<file path="config.mk">
export PLATFORM = sky130hd
export DESIGN_NAME = pipeline_result_sink_flat
export DESIGN_NICKNAME = d
export VERILOG_FILES = /design/src/rtl/pipeline_pkg.sv /design/src/rtl/pipeline_result_sink_if.sv /design/src/rtl/pipeline_result_sink_sync_fifo.sv /design/src/rtl/pipeline_result_sink.sv /design/src/flat_wrapper.sv
export SDC_FILE = /design/constraint.sdc
export NUM_CORES = 1
export LEC_CHECK = 0
export ABC_AREA = 1
export BUFFER_PORTS_ARGS = -buffer_cell sky130_fd_sc_hd__buf_2
export CAP_MARGIN = 20
export CORE_MARGIN = 3
export CORE_UTILIZATION = 33
export DETAILED_ROUTE_END_ITERATION = 10
export PLACE_DENSITY = 0.54
export SLEW_MARGIN = 40
export SYNTH_ARGS = -nofsm -noshare
export SYNTH_HDL_FRONTEND = slang
export SYNTH_HIERARCHICAL = 1
export SYNTH_SLANG_ARGS = --single-unit
</file>
<file path="constraint.sdc">
create_clock -name clk -period 8.7 [get_ports clk]
set_input_delay 0.435 -clock clk [delete_from_list [all_inputs] [get_ports clk]]
set_output_delay 0.435 -clock clk [all_outputs]
set_load 0.005 [all_outputs]
</file>
<file path="src/rtl/pipeline_pkg.sv">
// Shared defaults for the compute-stage pipeline blocks (valid tracker, result sinks).
package pipeline_pkg;
    localparam int DATA_W_DEF = 32;
    localparam int DEPTH_DEF  = 8;
endpackage

</file>
<file path="src/rtl/pipeline_result_sink_if.sv">
// Issue/ack/result handshake between issuer, pipeline tail and downstream consumer.
interface pipeline_result_sink_if
    import pipeline_pkg::*;
#(
    parameter int DATA_W = DATA_W_DEF,
    parameter int DEPTH  = DEPTH_DEF,
    parameter int CNT_W  = $clog2(DEPTH) + 1
);
    logic              issue;
    logic              can_issue;
    logic              ack;
    logic [DATA_W-1:0] ack_data;
    logic              valid;
    logic              ready;
    logic [DATA_W-1:0] data;
    logic [CNT_W-1:0]  count;
    logic              idle;
    logic              overflow;

    modport master (
        output issue, ack, ack_data, ready,
        input  can_issue, valid, data, count, idle, overflow
    );

    modport slave (
        input  issue, ack, ack_data, ready,
        output can_issue, valid, data, count, idle, overflow
    );
endinterface

</file>
<file path="src/rtl/pipeline_result_sink_sync_fifo.sv">
// Show-ahead synchronous FIFO; a write while full is accepted only when a read frees a slot.
module sync_fifo #(
    parameter int DATA_W = 32,
    parameter int DEPTH  = 8,
    parameter int CNT_W  = $clog2(DEPTH) + 1
) (
    input  logic              clk,
    input  logic              rst_n,
    input  logic              wr_en,
    input  logic [DATA_W-1:0] wr_data,
    input  logic              rd_en,
    output logic [DATA_W-1:0] rd_data,
    output logic              rd_valid,
    output logic              wr_drop,
    output logic [CNT_W-1:0]  count
);
    localparam int PTR_W = $clog2(DEPTH);

    logic [DATA_W-1:0] mem [DEPTH];
    logic [PTR_W-1:0]  wr_ptr_reg;
    logic [PTR_W-1:0]  rd_ptr_reg;
    logic [CNT_W-1:0]  count_reg;
    logic [CNT_W-1:0]  count_next;
    logic              valid_reg;
    logic              full_reg;
    logic              do_wr;
    logic              do_rd;

    assign do_rd   = rd_en && valid_reg;
    assign do_wr   = wr_en && (!full_reg || do_rd);
    assign wr_drop = wr_en && !do_wr;

    always_comb begin
        count_next = count_reg;
        if (do_wr && !do_rd) begin
            count_next = count_reg + CNT_W'(1);
        end else if (!do_wr && do_rd) begin
            count_next = count_reg - CNT_W'(1);
        end
    end

    // Flags are registered from count_next so no read-side input reaches them combinationally.
    always_ff @(posedge clk or negedge rst_n) begin
        if (!rst_n) begin
            wr_ptr_reg <= '0;
            rd_ptr_reg <= '0;
            count_reg  <= '0;
            valid_reg  <= 1'b0;
            full_reg   <= 1'b0;
        end else begin
            if (do_wr) wr_ptr_reg <= wr_ptr_reg + PTR_W'(1);
            if (do_rd) rd_ptr_reg <= rd_ptr_reg + PTR_W'(1);
            count_reg <= count_next;
            valid_reg <= (count_next != '0);
            full_reg  <= (count_next == CNT_W'(DEPTH));
        end
    end

    always_ff @(posedge clk) begin
        if (do_wr) mem[wr_ptr_reg] <= wr_data;
    end

    assign rd_data  = mem[rd_ptr_reg];
    assign rd_valid = valid_reg;
    assign count    = count_reg;
endmodule

</file>
<file path="src/rtl/pipeline_result_sink.sv">
// Pipeline tail: buffers acked results, returns issue credits so acks always find a free slot.
module pipeline_result_sink
    import pipeline_pkg::*;
#(
    parameter int DATA_W = DATA_W_DEF,
    parameter int DEPTH  = DEPTH_DEF,
    parameter int CNT_W  = $clog2(DEPTH) + 1
) (
    input  logic                   clk,
    input  logic                   rst_n,
    pipeline_result_sink_if.slave  bus
);
    logic [CNT_W-1:0]  credits_reg;
    logic [CNT_W-1:0]  credits_next;
    logic              can_issue_reg;
    logic              idle_reg;
    logic              overflow_reg;
    logic              issue_ok;
    logic              pop;
    logic              credit_ret;
    logic              wr_drop;
    logic [DATA_W-1:0] fifo_data;
    logic              fifo_valid;
    logic [CNT_W-1:0]  fifo_count;

    sync_fifo #(
        .DATA_W (DATA_W),
        .DEPTH  (DEPTH),
        .CNT_W  (CNT_W)
    ) u_fifo (
        .clk      (clk),
        .rst_n    (rst_n),
        .wr_en    (bus.ack),
        .wr_data  (bus.ack_data),
        .rd_en    (bus.ready),
        .rd_data  (fifo_data),
        .rd_valid (fifo_valid),
        .wr_drop  (wr_drop),
        .count    (fifo_count)
    );

    assign pop      = fifo_valid && bus.ready;
    assign issue_ok = bus.issue && (credits_reg != '0);
    // A pop with all credits home can only follow a rogue ack; never count past DEPTH.
    assign credit_ret = pop && (credits_reg != CNT_W'(DEPTH));

    always_comb begin
        credits_next = credits_reg;
        if (issue_ok && !credit_ret) begin
            credits_next = credits_reg - CNT_W'(1);
        end else if (!issue_ok && credit_ret) begin
            credits_next = credits_reg + CNT_W'(1);
        end
    end

    always_ff @(posedge clk or negedge rst_n) begin
        if (!rst_n) begin
            credits_reg   <= CNT_W'(DEPTH);
            can_issue_reg <= 1'b1;
            idle_reg      <= 1'b1;
            overflow_reg  <= 1'b0;
        end else begin
            credits_reg   <= credits_next;
            can_issue_reg <= (credits_next != '0);
            idle_reg      <= (credits_next == CNT_W'(DEPTH));
            if (wr_drop) overflow_reg <= 1'b1;
        end
    end

    assign bus.can_issue = can_issue_reg;
    assign bus.idle      = idle_reg;
    assign bus.overflow  = overflow_reg;
    assign bus.valid     = fifo_valid;
    assign bus.data      = fifo_data;
    assign bus.count     = fifo_count;
endmodule

</file>
<file path="src/flat_wrapper.sv">
// flat-port wrapper written by rule: the top's interface ports become plain ports
module pipeline_result_sink_flat import pipeline_pkg::*;
#(
    parameter int DATA_W = DATA_W_DEF,
    parameter int DEPTH  = DEPTH_DEF,
    parameter int CNT_W  = $clog2(DEPTH) + 1
)
  (clk, rst_n, bus_issue, bus_ack, bus_ack_data, bus_ready, bus_can_issue, bus_valid, bus_data, bus_count, bus_idle, bus_overflow);
  pipeline_result_sink_if #(.DATA_W(DATA_W), .DEPTH(DEPTH), .CNT_W(CNT_W)) bus_i ();
  input  logic clk;
  input  logic rst_n;
  input wire logic [$bits(bus_i.issue)-1:0] bus_issue;
  input wire logic [$bits(bus_i.ack)-1:0] bus_ack;
  input wire logic [$bits(bus_i.ack_data)-1:0] bus_ack_data;
  input wire logic [$bits(bus_i.ready)-1:0] bus_ready;
  output wire logic [$bits(bus_i.can_issue)-1:0] bus_can_issue;
  output wire logic [$bits(bus_i.valid)-1:0] bus_valid;
  output wire logic [$bits(bus_i.data)-1:0] bus_data;
  output wire logic [$bits(bus_i.count)-1:0] bus_count;
  output wire logic [$bits(bus_i.idle)-1:0] bus_idle;
  output wire logic [$bits(bus_i.overflow)-1:0] bus_overflow;
  assign bus_i.issue = bus_issue;
  assign bus_i.ack = bus_ack;
  assign bus_i.ack_data = bus_ack_data;
  assign bus_i.ready = bus_ready;
  assign bus_can_issue = bus_i.can_issue;
  assign bus_valid = bus_i.valid;
  assign bus_data = bus_i.data;
  assign bus_count = bus_i.count;
  assign bus_idle = bus_i.idle;
  assign bus_overflow = bus_i.overflow;
  pipeline_result_sink #(.DATA_W(DATA_W), .DEPTH(DEPTH), .CNT_W(CNT_W)) u_core (.clk(clk), .rst_n(rst_n), .bus(bus_i));
endmodule
</file>
Word level (Yosys, flattened, before mapping)
Memories as Yosys holds them, arrays and structs flattened.
Cells that the tools add are included.
- flip-flop bits (word level): 19
- bits in writable memories: 256
- input port bits: 37
- output and inout port bits: 40
- word-level logic and storage cells: 43
- memories: 1
- memory list (name ; words ; width ; rd ports ; clocked after Yosys merged registers in ; wr ports ; line ; RTL):
    u_core.u_fifo.mem ; 8 ; 32 ; 1 ; 0 ; 1 ; pipeline_result_sink_sync_fifo.sv:19 ; logic [DATA_W-1:0] mem [DEPTH];
- add/sub/neg operators: 6
- equal/unequal tests: 3
- multiplexer cells: 6
- reduce and logical (&&, ||, !) cells: 18
- operators with widths (kind ; number):
    2-to-1 mux 4 bit ; 4
    nonzero test 4 bit ; 3
    logical AND 1 bit ; 9
    adder 4 x 1 -> 4 bit (second input constant) ; 2
    equality test 4 bit (second input constant) ; 2
    subtractor 4 x 1 -> 4 bit (second input constant) ; 2
    adder 3 x 1 -> 3 bit (second input constant) ; 2
    zero test 1 bit ; 5
    inequality test 4 bit (second input constant) ; 1
    2-to-1 mux 1 bit ; 2
    logical OR 1 bit ; 1

Depth between registers and ports, before layout
- word-level depth: 8
- gate-level depth with buffers: 12
- depth with buffers taken out: 12

By module
Netlist, hierarchy kept.
- modules (own cells, without submodules) (module ; instances ; cells each ; area an instance (um^2) ; seq. area each (um^2)):
    sync_fifo ; 1 ; 884 ; 10726.5 ; 7987.7
    pipeline_result_sink ; 1 ; 75 ; 524.3 ; 178.9

Worst setup path after synthesis
OpenSTA, ideal clock, no wires.
- path kind: in2reg
- from: input port bus_ready
- to: memory u_core.u_fifo.mem[0][0] (enable)
- setup time: 421 ps
- arrival: 2378 ps
- data required time: 8279 ps
- setup slack: 5901 ps
- cell stages on the path: 5
- cells stage by stage: nand2_2 -> nand2_1 -> nand2_1 -> or2_2 -> nor2_1
- longest elaborated chain between the ends: 5
- ends and longest elaborated chain (item ; line ; RTL):
    start, declared ; flat_wrapper.sv:15 ; input wire logic [$bits(bus_i.ready)-1:0] bus_ready;
    logical AND 1 bit ; pipeline_result_sink_sync_fifo.sv:29 ; assign do_rd = rd_en && valid_reg;
    logical OR 1 bit ; pipeline_result_sink_sync_fifo.sv:30 ; assign do_wr = wr_en && (!full_reg || do_rd);
    logical AND 1 bit ; pipeline_result_sink_sync_fifo.sv:30 ;
    2-to-1 mux 1 bit ; pipeline_result_sink_sync_fifo.sv:60 ; if (do_wr) mem[wr_ptr_reg] <= wr_data;
    2-to-1 mux 1 bit (implied by the code) ; pipeline_result_sink_sync_fifo.sv:60 ;
    end, declared ; pipeline_result_sink_sync_fifo.sv:19 ;
No other way between the ends.

Worst setup path after layout
- from: register u_core.u_fifo.rd_ptr_reg[0]
- to: output port bus_data[1]
- longest elaborated chain between the ends: 1
- ends and longest elaborated chain (item ; line ; RTL):
    start, declared ; pipeline_result_sink_sync_fifo.sv:21 ; logic [PTR_W-1:0] rd_ptr_reg;
    start signal, assigned ; pipeline_result_sink_sync_fifo.sv:52 ; if (do_rd) rd_ptr_reg <= rd_ptr_reg + PTR_W'(1);
    memory (8 x 32 bit) ; n/a ;
    end, declared ; flat_wrapper.sv:18 ; output wire logic [$bits(bus_i.data)-1:0] bus_data;
No other way between the ends.

==> qor.txt <==
Compound-cell area share of the yosys netlist: 0.0869
WL per Instance: 16.6 um
Final WS setup: 5.41 ns
DRT Pass-1 Iters: 4
Final Core Density: 0.396
Post-DP Area: 12100 um2
CP Cell Sequence: clkinv_2 > buf_6 > o21ai_0 > o21ai_0 > nand2_1 > nand2_1 > buf_2
Post-DP HPWL: 13100 um
Register area share after synthesis: 0.726
Initial Util: 0.341
DR top layer: met5
Fillers: 3179
Worst path slowest cell: buf_6
#FFs+latches synth: 275
Clock Skews: 0.0269 ns
Hold Path Class: in2reg
Vias: 7090
Finished Layout Cells: 1498
Upper clock frequency limit: 304 MHz
Total power: 4.49 mW
Largest cells by area after synthesis: edfxtp_1 (68%), nor2_1 (7.0%), o21ai_0 (6.0%)
Largest family of logic cells by synthesized area: simple AND/OR/NAND/NOR gates
CP Buf/Inv Count: 3
Setup TNS: 0 ns
Avg Inst Size Synth: 11.7 um2
Die Area: 36300 um2
Yosys top cell by area: edfxtp_1
Arrival time worst endpoint: 2.85 ns
First-pass GRT wire length: 39100 um
Final Setup Violations: 0
Path depth of the worst reg2reg path: 6
DR iter-0 viols: 464
Critical path's top delay family: buffers and inverters
Worst-Margin Slew: 0.793 ns
Status: complete, no violations
Post-Route WL: 24900 um
DIE WIDTH: 191 um
CTS buffer count: 30
Fraction of layout instances using a drive strength above 1: 0.154
Metal3 WL: 1290 um
Pleak: 4.74 nW
Max Slew Vio Count: 0
Final net count: 1075
Inserted Diodes: 0
Post-synthesis mux area share: 0
Skew-Pair Late Insertion Delay: 0.56 ns
Synth unique cells: 28
Max FO, Critical Path: 98
# placed instances: 1441
Worst Hold Path EP: u_core/u_fifo/mem[1][6]$_DFFE_PP_
Synth Area in Simple Gates: 0.142
Die height: 191 um
Max VDD drop: 0.000189 V
R2R setup slack: 6.25 ns
IO Port Bufs: 76
Vias in the first global route: 7066
Worst setup SP type: flip-flop
Synthesized net count: 1002
Met2 WL: 11600 um
Max reg flops: 256
Xor/xnor cell area share of the yosys netlist: 0.00389
Shortest period the worst path allows: 3.29 ns
Synth-to-layout area growth: 16.3%
Post-synth design cell area: 11300 um2
Unrepaired setup endpoints after global routing: false
WHS: 0.136 ns
Slew headroom: 0.471
Hold path depth: 1
Congestion Overflow GR: 0
Pin count of the biggest net entering global routing: 108
Final Cell Area: 13100 um2
Placer Congestion: 0.717
Max stage delay on crit path: 0.64 ns
Worst R2R End: u_core/u_fifo/mem[4][28]$_DFFE_PP_
Tcrit/Tclk final: 0.378
Post-Synth Adder-Cell Area: 0.00667
Vias per inst: 4.73
Row count: 66
H-tree depth: 1
Worst slack, placed: 5.98 ns
HP Start: bus_ack_data[6]
Top-area cell type share of the netlist area: 0.683
Final Hold Vio Count: 0
Clk sinks: 275
Setup Crit Path Kind: reg2out
Routed Antenna Nets: 0
Met1 wire length: 11600 um
Max-cap violation count: 0
Worst EP required: 8.27 ns
Setup crit end kind: primary output
Clock tree buffer depth: 3
Clock Root Buffer: clkbuf_16
Antenna violations before repair: 3
Drc violations: 0
Mapped Cells: 959
Yosys warning total: 6
Overall Global Routing Usage: 0.136
Io pins: 77
Clock tree from TritonCTS: done
Worst R2R Start: u_core/u_fifo/rd_valid$_DFF_PN0_
Post-CTS sizing: 0
Pwr Density: 343 nW/um2
Core footprint: 33000 um2
Clk slew on worst S/H paths: 0.06 ns
[area by class of cell]
type                    instances  area (um2)  area share
clock inverters                13         151      0.0116
clock buffers                  43         850      0.0649
multi-input cells             608        2750       0.210
inverters                      27         103     0.00784
well taps                     442         553      0.0423
flip-flops and latches        275        8170       0.625
repair buffers                 90         499      0.0382
[cells in the final DEF, fill, tap and decap left out, types with 3 or more instances in the layout]
| master | instances |
|---|---|
| o21ai_1 | 58 |
| buf_4 | 10 |
| clkbuf_1 | 8 |
| clkinv_2 | 8 |
| nor2_4 | 8 |
| nand2_1 | 155 |
| inv_1 | 24 |
| nand3_1 | 24 |
| ha_1 | 6 |
| buf_2 | 76 |
| nand2_2 | 4 |
| buf_6 | 3 |
| nor2_1 | 201 |
| dfrtp_1 | 14 |
| clkbuf_8 | 5 |
| xor2_1 | 5 |
| nand4_1 | 3 |
| edfxtp_1 | 256 |
| clkbuf_16 | 30 |
| dfstp_2 | 3 |
| o21ai_0 | 135 |
[power by group]
| part | internal, mW | leakage, nW | switching (mW) |
|---|---|---|---|
| clock | 0.743 | 0.495 | 0.501 |
| sequential | 1.68 | 2.54 | 0.103 |
| combinational | 0.468 | 1.71 | 0.991 |
[kinds of logic (layout without fill, tap and decap cells)]
logic type | count (synthesis) | after routing
compound gates | 194 | 194
xor+xnor | 5 | 5
fa+ha+maj | 6 | 6
simple gates | 403 | 403
buf+inv | 76 | 173
flops | 275 | 275
[worst max path at each step]
stage,start,endpoint,slack [ns],cells past startpoint
final,u_core/u_fifo/rd_ptr_reg[0]$_DFFE_PN0P_,bus_data[1],5.41,7
after global routing,u_core/u_fifo/rd_ptr_reg[0]$_DFFE_PN0P_,bus_data[10],5.14,7
after CTS,u_core/u_fifo/rd_ptr_reg[0]$_DFFE_PN0P_,bus_data[1],5.38,7
after detailed placement,u_core/u_fifo/rd_ptr_reg[0]$_DFFE_PN0P_,bus_data[0],5.98,7
after global placement,u_core/u_fifo/rd_ptr_reg[0]$_DFFE_PN0P_,bus_data[18],5.73,7
after floorplan,bus_ready,u_core/u_fifo/mem[0][0]$_DFFE_PP_,5.90,5
[layer usage]
metal | vias to the layer above | track usage
li1 | 3482 | -
met1 | 3421 | 0.181
met2 | 135 | 0.231
met3 | 46 | 0.0300
met4 | 6 | 0.0288
met5 | - | 0
[what timing repair did]
action                    4_1_cts  5_1_grt
hold buffers                    1        0
hold endpoints to repair       16        0
setup buffers                   0        0
[Yosys cell counts (all sizes together)]
library cell    n
edfxtp        256
xor2            5
nand2         161
or2             2
clkinv          1
inv            26
nand3          25
buf            29
nand4           3
dfstp           3
o21ai         193
dfrtp          16
ha              6
clkbuf         20
a21boi          1
nor2          210
nand3b          2
No activity file was read; power rests on OpenSTA's default activity.
